$ cat config.mk
export PLATFORM = sky130hd
export DESIGN_NAME = shift_reg_ctrl_flat
export DESIGN_NICKNAME = d
export VERILOG_FILES = /design/src/rtl/shift_reg_ctrl_if.sv /design/src/rtl/shift_reg_ctrl.sv /design/src/flat_wrapper.sv
export SDC_FILE = /design/constraint.sdc
export NUM_CORES = 1
export LEC_CHECK = 0
export ABC_AREA = 1
export BUFFER_PORTS_ARGS = -buffer_cell sky130_fd_sc_hd__buf_2
export CORE_UTILIZATION = 35
export DETAILED_ROUTE_END_ITERATION = 10
export RECOVER_POWER = 50
export SYNTH_ARGS = -nofsm -noshare
export SYNTH_HDL_FRONTEND = slang
export SYNTH_SLANG_ARGS = --single-unit
$ cat constraint.sdc
create_clock -name clk -period 1.9 [get_ports clk]
set_clock_uncertainty 0.2 [all_clocks]
set_input_delay 0.095 -clock clk [delete_from_list [all_inputs] [get_ports clk]]
set_output_delay 0.095 -clock clk [all_outputs]
set_load 0.01 [all_outputs]
$ cat src/rtl/shift_reg_ctrl_if.sv
`default_nettype none
// ============================================================================
// Module   : shift_reg_ctrl_if
// Brief    : Control/data bundle for the shift register with auto-shift.
// Revision : 1.0 - initial release
// ============================================================================
interface shift_reg_ctrl_if #(
  parameter int WIDTH = 8,
  parameter int CNT_W = 4
);
  logic             en;
  logic             clr;
  logic [1:0]       mode;
  logic [WIDTH-1:0] d;
  logic             sin;
  logic             start;
  logic [CNT_W-1:0] n_shift;
  logic [WIDTH-1:0] q;
  logic             sout_l;
  logic             sout_r;
  logic             busy;
  logic             done;

  modport master (
    output en, clr, mode, d, sin, start, n_shift,
    input  q, sout_l, sout_r, busy, done
  );

  modport slave (
    input  en, clr, mode, d, sin, start, n_shift,
    output q, sout_l, sout_r, busy, done
  );
endinterface
`default_nettype wire

$ cat src/rtl/shift_reg_ctrl.sv
`default_nettype none
// ============================================================================
// Module   : shift_reg_ctrl
// Brief    : WIDTH-bit shift/load register with manual modes and an
//            auto-shift controller (load, shift right N times, pulse done).
// Revision : 1.0 - initial release
// ============================================================================
module shift_reg_ctrl #(
  parameter int WIDTH = 8,
  parameter int CNT_W = 4
) (
  input  wire             clk,
  input  wire             rst_n,
  shift_reg_ctrl_if.slave bus
);

  typedef enum logic [1:0] {
    S_IDLE  = 2'd0,
    S_SHIFT = 2'd1,
    S_DONE  = 2'd2
  } state_t;

  localparam logic [1:0] c_MODE_HOLD  = 2'b00;
  localparam logic [1:0] c_MODE_LEFT  = 2'b01;
  localparam logic [1:0] c_MODE_RIGHT = 2'b10;
  localparam logic [1:0] c_MODE_LOAD  = 2'b11;

  state_t           r_state;
  logic [WIDTH-1:0] r_q;
  logic [CNT_W-1:0] r_cnt;
  logic             r_busy;
  logic             r_done;

  // busy/done are registered alongside the state so they never glitch.
  always_ff @(posedge clk or negedge rst_n) begin
    if (!rst_n) begin
      r_state <= S_IDLE;
      r_q     <= '0;
      r_cnt   <= '0;
      r_busy  <= 1'b0;
      r_done  <= 1'b0;
    end else if (bus.clr) begin
      r_state <= S_IDLE;
      r_q     <= '0;
      r_cnt   <= '0;
      r_busy  <= 1'b0;
      r_done  <= 1'b0;
    end else if (bus.en) begin
      case (r_state)
        S_IDLE: begin
          if (bus.start) begin
            r_q <= bus.d;
            if (bus.n_shift != '0) begin
              r_cnt   <= bus.n_shift;
              r_state <= S_SHIFT;
              r_busy  <= 1'b1;
            end else begin
              r_state <= S_DONE;
              r_done  <= 1'b1;
            end
          end else begin
            case (bus.mode)
              c_MODE_HOLD:  r_q <= r_q;
              c_MODE_LEFT:  r_q <= {r_q[WIDTH-2:0], bus.sin};
              c_MODE_RIGHT: r_q <= {bus.sin, r_q[WIDTH-1:1]};
              c_MODE_LOAD:  r_q <= bus.d;
              default:      r_q <= r_q;
            endcase
          end
        end
        S_SHIFT: begin
          r_q   <= {bus.sin, r_q[WIDTH-1:1]};
          r_cnt <= r_cnt - 1'b1;
          if (r_cnt == CNT_W'(1)) begin
            r_state <= S_DONE;
            r_busy  <= 1'b0;
            r_done  <= 1'b1;
          end
        end
        S_DONE: begin
          r_state <= S_IDLE;
          r_done  <= 1'b0;
        end
        default: begin
          r_state <= S_IDLE;
          r_busy  <= 1'b0;
          r_done  <= 1'b0;
        end
      endcase
    end
  end

  assign bus.q      = r_q;
  assign bus.sout_l = r_q[WIDTH-1];
  assign bus.sout_r = r_q[0];
  assign bus.busy   = r_busy;
  assign bus.done   = r_done;

endmodule
`default_nettype wire

$ cat src/flat_wrapper.sv
// flat-port wrapper written by rule: the top's interface ports become plain ports
module shift_reg_ctrl_flat 
#(
  parameter int WIDTH = 8,
  parameter int CNT_W = 4
)
  (clk, rst_n, bus_en, bus_clr, bus_mode, bus_d, bus_sin, bus_start, bus_n_shift, bus_q, bus_sout_l, bus_sout_r, bus_busy, bus_done);
  shift_reg_ctrl_if #(.WIDTH(WIDTH), .CNT_W(CNT_W)) bus_i ();
  input  wire clk;
  input  wire rst_n;
  input wire logic [$bits(bus_i.en)-1:0] bus_en;
  input wire logic [$bits(bus_i.clr)-1:0] bus_clr;
  input wire logic [$bits(bus_i.mode)-1:0] bus_mode;
  input wire logic [$bits(bus_i.d)-1:0] bus_d;
  input wire logic [$bits(bus_i.sin)-1:0] bus_sin;
  input wire logic [$bits(bus_i.start)-1:0] bus_start;
  input wire logic [$bits(bus_i.n_shift)-1:0] bus_n_shift;
  output wire logic [$bits(bus_i.q)-1:0] bus_q;
  output wire logic [$bits(bus_i.sout_l)-1:0] bus_sout_l;
  output wire logic [$bits(bus_i.sout_r)-1:0] bus_sout_r;
  output wire logic [$bits(bus_i.busy)-1:0] bus_busy;
  output wire logic [$bits(bus_i.done)-1:0] bus_done;
  assign bus_i.en = bus_en;
  assign bus_i.clr = bus_clr;
  assign bus_i.mode = bus_mode;
  assign bus_i.d = bus_d;
  assign bus_i.sin = bus_sin;
  assign bus_i.start = bus_start;
  assign bus_i.n_shift = bus_n_shift;
  assign bus_q = bus_i.q;
  assign bus_sout_l = bus_i.sout_l;
  assign bus_sout_r = bus_i.sout_r;
  assign bus_busy = bus_i.busy;
  assign bus_done = bus_i.done;
  shift_reg_ctrl #(.WIDTH(WIDTH), .CNT_W(CNT_W)) u_core (.clk(clk), .rst_n(rst_n), .bus(bus_i));
endmodule
==> metrics.txt, run 1 <==
outcome=finished, violations left; failing checks=negative hold slack; Cell Area, Placed=0.00132 sq mm; GP Congestion=roughly 0.77; CP arrival=1.61 ns; R2R Setup Slk=around 0.40 ns; r2r startpoint=u_core.r_state[1]; Post-Route Setup TNS=0 ns; P_leak=around 0.81 nW; GRT overflow=0; Synth top area share=around 35%; CP Max Fanout=10; FF-to-FF path depth=8; die footprint=0.00346 sq mm; Worst slew margin=38.3%; Seq. cell area=400 sq um; Avg Vias per Cell=4.37; max-slew violations=0; clock sink count=16; Mapped Area=0.00113 sq mm; share of layout cells above drive strength 1=18.3%; Final Hold Viols=1; min Tclk post-route=roughly 1.6 ns; FF+latch count, synth=16; Antenna Nets Post-Route=0; Detail Placement HPWL=about 2000 microns; Post-CTS Setup Bufs=0; initial antenna violation count=0; TritonCTS clock tree=done; DRT Pass-1 Iters=4; Die X=58.8 microns; largest net degree at the start of global routing=17; Seq/Total Area, Yosys=between 30% and 40%; nets@finish=~240; Top Ports=32; routed via count=1150; CTS buffer count=3; Crit path required time=between 1.5 and 2 ns; core box area=0.00305 sq mm; root buffer cell=clkbuf_4; final setup violation count=0; max_cap viols=0; DRC=0; setup repair after global routing missed its margin=no; Cells after Synth=between 150 and 200; global-route wire length before repair=between 4000 and 5000 microns; Setup crit start kind=primary input; Final Total Pwr=~1.6 mW; First DRT Iteration DRCs=38; filler cell count=roughly 360; H-tree levels=1; Tcrit/Tclk final=between 80% and 90%; Slew @ Worst Pin=between 0.9 and 1 ns; CP Capture Point=u_core.bus.q[7]; fraction of registers with async set/reset=100%; fin area=roughly 0.0014 sq mm; CP Capture Type=flop; Hold Path Class=in -> reg; Synth area leader=dfrtp_1; syn nets=approximately 200; ant diodes=0; Critical Setup Path Class=in -> reg; Clock Path Buffers=2; Layout area overhead=24.0%; All-Layer GR Usage=16.6%; count leader, synth=nand2_1; vias in the first global route=~960; clock transition at the registers of the reported paths=between 0.1 and 0.15 ns; Starting Density=a little under two fifths; WL/cell=slightly above 10 microns; Die Height=between 50 and 60 microns; Post-synth top cells=nand2_1, inv_1, dfrtp_1; HP Start=bus_n_shift[0]; VDD IR max=~420 uV; num rows=20; worst skew pair latency=between 0.2 and 0.3 ns; Ys Warns=0; worst reg2reg endpoint=u_core.r_cnt[0]; Yosys cell types=20; synth top area cells=dfrtp_1, nand2_1, inv_1; Routed WL=around 2700 microns; Max Freq=633 MHz; Synth Area per Inst=~6.2 sq um; Fin Hold WS=-0.00292 ns; PwrDens=approximately 1200 mW/mm^2; Synth Flop Type=dfrtp_1; Port Buffer Count=31; Crit. Startpoint=bus_clr; area of the multi-input gates=between 500 and 600 sq um; Post-synth EDFFs=0
[how the worst min path moves through the flow]
| stage | slack, ns | cells past startpoint | endpoint |
|---|---|---|---|
| floorplan | -0.40 | 0 | u_core.bus.busy |
| global placement | -0.16 | 1 | u_core.bus.q[0] |
| detailed placement | -0.15 | 1 | u_core.bus.q[0] |
| CTS | 0.008 | 5 | u_core.r_cnt[2] |
| global route | 0.05 | 5 | u_core.r_cnt[2] |
| finish | -0.003 | 5 | u_core.r_cnt[0] |
[routing by layer]
metal / part of all wire, % / global-route usage (%)
met5: 0 / 0
met4: 1.4 / 6.12
met1: 51 / 25.0
met3: 3.6 / 1.32
met2: 44 / 24.5
[metrics by stage]
stage          util [%]  hold WS (ns)  instances  worst slack, ns
4_1_cts            46.2       0.00806        263            0.318
3_3_place_gp       43.4        -0.159        254            0.451
5_1_grt            45.9        0.0477        263            0.210
2_1_floorplan         -        -0.401        182            0.576
3_5_place_dp       43.4        -0.153        254            0.410
6_report           45.9      -0.00292        263            0.321
[critical path, cell delays in order]
cell	delay (ns)
dlygate4sd3_1	0.51
buf_2	0.23
inv_2	0.11
nand2_2	0.08
nand2_2	0.07
inv_2	0.06
nand2_4	0.10
nor2_4	0.18
nand3_1	0.10
nand2_1	0.07
[cell families after synthesis]
group                      share of synthesized area, %
DFF                                                35.4
and+or+nand+nor                                    40.1
buffers and inverters                              12.1
adders and majority gates                          2.21
AOI/OAI and AO/OA                                  9.41
xor gates and xnor gates                          0.775
[cell type report]
class                   count  area share (%)
repair buffers             37            14.6
flip-flops and latches     16            28.6
inverters                  30            8.04
clock buffers               4            2.59
well taps                  44            3.93
multi-input cells         132            42.3
[flip-flops by register name, indices dropped and copies added (netlist names)]
| signal | flops |
|---|---|
| u_core.bus.done | 1 |
| u_core.bus.busy | 1 |
| u_core.bus.q | 8 |
| u_core.r_cnt | 4 |
| u_core.r_state | 2 |
[layout by cell type (no fill, tap or decap)]
cell type       n
nand2_1        75
inv_1          28
buf_2          24
dfrtp_1        16
nor2_1         15
o21ai_0        13
nand3_1        11
clkbuf_1        7
a21oi_1         5
dlygate4sd3_1   5
nand2_2         4
clkbuf_4        3
inv_2           2
ha_1            2
or2_2           1
nand2_4         1
nor2_4          1
xnor2_1         1
a21oi_2         1
nor2_2          1
o21a_1          1
clkbuf_8        1
buf_4           1
[power by group]
part           total, mW  leakage [nW]  internal, mW  switching (mW)
Sequential         0.607         0.208         0.478           0.129
Clock              0.238        0.0210         0.117           0.121
Combinational      0.793         0.586         0.300           0.493
Total               1.64         0.815         0.895           0.743
[timing repair]
action | CTS | global route
resized for setup | 0 | 0
hold buffers | 5 | 0
endpoints found under the hold margin | 20 | 0
(Power assumes the default switching activity.)
==> run 2: changes to the inputs <==
clock period = 1.4 ns   (was 1.9 ns; I/O delays follow)
==> run 2 against run 1 <==
Effect of this change:
- the flow still finishes with violations (negative hold slack)
- non-clock buffer count up 14
- sequential share of layout area down 3.5 points
- final area grew 15%
- combinational power is 83% higher
- global-route usage rose by 0.63 points
- first-iteration DRC count is the same
- clock-buffer cell count down 1
- core utilization is 6.8 points higher
- register-to-register slack got worse by 0.40 ns
- critical path type is now reg -> reg
- largest cell class unchanged
==> metrics.txt, run 2 (synthesized netlist as in run 1, its figures left out) <==
worst hold path stage count=5 (unchanged); Final Hold Viols=1 (unchanged); Crit path required time=1.43 ns (was 1.94 ns); core box area=0.00305 sq mm (unchanged); worst reg2reg endpoint=u_core.bus.q[6] (was u_core.r_cnt[0]); Antenna Nets Post-Route=0 (unchanged); Tcrit/Tclk final=approximately 100%; global-route wire length before repair=4480 microns (was 4360 microns); commonest non-fill, non-tap cells in the layout=nand2_1, buf_2, inv_1 (was nand2_1, inv_1, buf_2); max-slew violations=0 (unchanged); num rows=20 (unchanged); clock sink count=16 (unchanged); Fin Hold WS=-0.00528 ns (was -0.00292 ns); Die Height=58.8 microns (unchanged); final setup violation count=0 (unchanged); Port Buffer Count=31 (unchanged); part of the power in combinational logic=57.0% (was 48.4%); max_cap viols=0 (unchanged); Slew @ Worst Pin=0.935 ns (was 0.926 ns); Top Ports=32 (unchanged); Routed WL=2900 microns (was 2670 microns); die footprint=0.00346 sq mm (unchanged); Worst slew margin=37.7% (was 38.3%); share of layout cells above drive strength 1=37.5% (was 18.3%); nets@finish=256 (was 242); failing checks=negative hold slack (unchanged); Final Total Pwr=2.55 mW (was 1.64 mW); Finished Layout Cells=276 (was 263); Avg Vias per Cell=4.37 (about the same); Max Freq=just over 700 MHz; Largest register FFs=8 (unchanged); clock power share=9.8% (was 14.5%); GP Congestion=0.786 (was 0.767); CP Max Fanout=7 (was 10); FF-to-FF path depth=7 (was 8); DRC=0 (unchanged); All-Layer GR Usage=17.2% (was 16.6%); Detail Placement HPWL=2010 microns (was 1960 microns); Worst Hold End=u_core.r_cnt[2] (was u_core.r_cnt[0]); CP arrival=1.43 ns (was 1.61 ns); Switching Fraction=45.5% (was 45.4%); vias in the first global route=1055 (was 963); largest net degree at the start of global routing=17 (unchanged); r2r startpoint=u_core.r_state[1] (unchanged); Clock Path Buffers=2 (unchanged); initial antenna violation count=0 (unchanged); setup repair after global routing missed its margin=yes (was no); WL/cell=10.5 microns (was 10.1 microns); Seq. cell area=403 sq um (was 400 sq um); Post-Route Setup TNS=0 ns (unchanged); routed via count=1206 (was 1150); Layout area overhead=42.4% (was 24.0%); PwrDens=1590 mW/mm^2 (was 1170 mW/mm^2); CP Capture Type=flop (unchanged); ant diodes=0 (unchanged); GRT overflow=0 (unchanged); Hold Path Class=in -> reg (unchanged); TritonCTS clock tree=done (unchanged); R2R Setup Slk=0.004 ns (was 0.40 ns); Starting Density=37.0% (unchanged); Setup crit start kind=flop (was primary input); clock transition at the registers of the reported paths=0.10 ns (was 0.11 ns); H-tree levels=1 (unchanged); First DRT Iteration DRCs=38 (unchanged); dpl cells=264 (was 254); Die X=58.8 microns (unchanged); CTS buffer count=3 (unchanged); Critical Setup Path Class=reg -> reg (was in -> reg); register share of total power=33.2% (was 37.1%); worst skew pair latency=0.28 ns (was 0.29 ns); final core occ=52.7% (was 45.9%); outcome=finished, violations left (unchanged); P_leak=0.900 nW (was 0.815 nW); DRT Pass-1 Iters=4 (unchanged); Psw=1.16 mW (was 0.743 mW); VDD IR max=696 uV (was 422 uV); filler cell count=317 (was 355); HP Start=bus_n_shift[2] (was bus_n_shift[0]); most common cell after layout, fill and taps aside=nand2_1 (unchanged); area of the multi-input gates=692 sq um (was 593 sq um); root buffer cell=clkbuf_4 (unchanged); min Tclk post-route=1.40 ns; internal power=1.39 mW (was 0.895 mW)
[run 2: how the worst max path moves through the flow]
| stage | endpoint | startpoint | cells past startpoint |
|---|---|---|---|
| after floorplan | u_core.r_cnt[0] | u_core.r_state[0] | 8 |
| after global placement | u_core.r_cnt[0] | u_core.r_state[0] | 8 |
| after detailed placement | u_core.r_cnt[0] | u_core.r_state[0] | 8 |
| after CTS | u_core.r_cnt[0] | u_core.r_state[1] | 7 |
| after global routing | u_core.r_cnt[3] | u_core.r_state[0] | 8 |
| final | u_core.bus.q[6] | u_core.r_state[1] | 7 |
[run 2: what timing repair did]
item / in CTS / in global routing
pin swaps: 3 / 18
endpoints found under the setup margin: 7 / 16
setup buffers: 0 / 2
endpoints found under the hold margin: 21 / 0
gates resized for setup: 6 / 34
hold buffers: 7 / 0
[run 2: layout make-up]
type	count	area share, %
multi-input combinational	132	43.0
timing repair buffer	51	20.0
tap	44	3.42
clock buffer	3	1.40
sequential	16	25.0
inverter	30	7.15
[run 2: power groups by stage]
stage	Combinational, mW	Clock, mW	Sequential [mW]
floorplan	0.738	0	0.856
global placement	1.25	0	0.815
detailed placement	1.25	0	0.819
CTS	1.30	0.261	0.813
global route	1.64	0.285	0.882
finish	1.45	0.250	0.848
[run 2: worst max-delay path, cell delays in order, from the launching register on]
cell     delay [ns]
dfrtp_2        0.47
nand2_2        0.08
nand2_2        0.07
inv_2          0.07
nand2_4        0.07
nor2_4         0.21
nand3_1        0.10
nand2_1        0.07
[run 2: per-stage QoR]
stage	cell area, sq um	setup slack, ns	hold slack (ns)
global placement	1400	-0.0408	-0.179
global route	1610	-0.0728	0.0149
CTS	1510	-0.00244	0.00257
detailed placement	1400	-0.0695	-0.177
floorplan	1130	0.0759	-0.426
finish	1610	0.00361	-0.00528
[run 2: layer usage]
metal  global-route usage (%)  vias to the layer above  wire length, microns
li1                         -                      651                     -
met1                     23.4                      533                  1360
met2                     28.1                       20                  1450
met3                     1.32                        2                    60
met4                     7.14                        0                    27
met5                        0                        -                     0
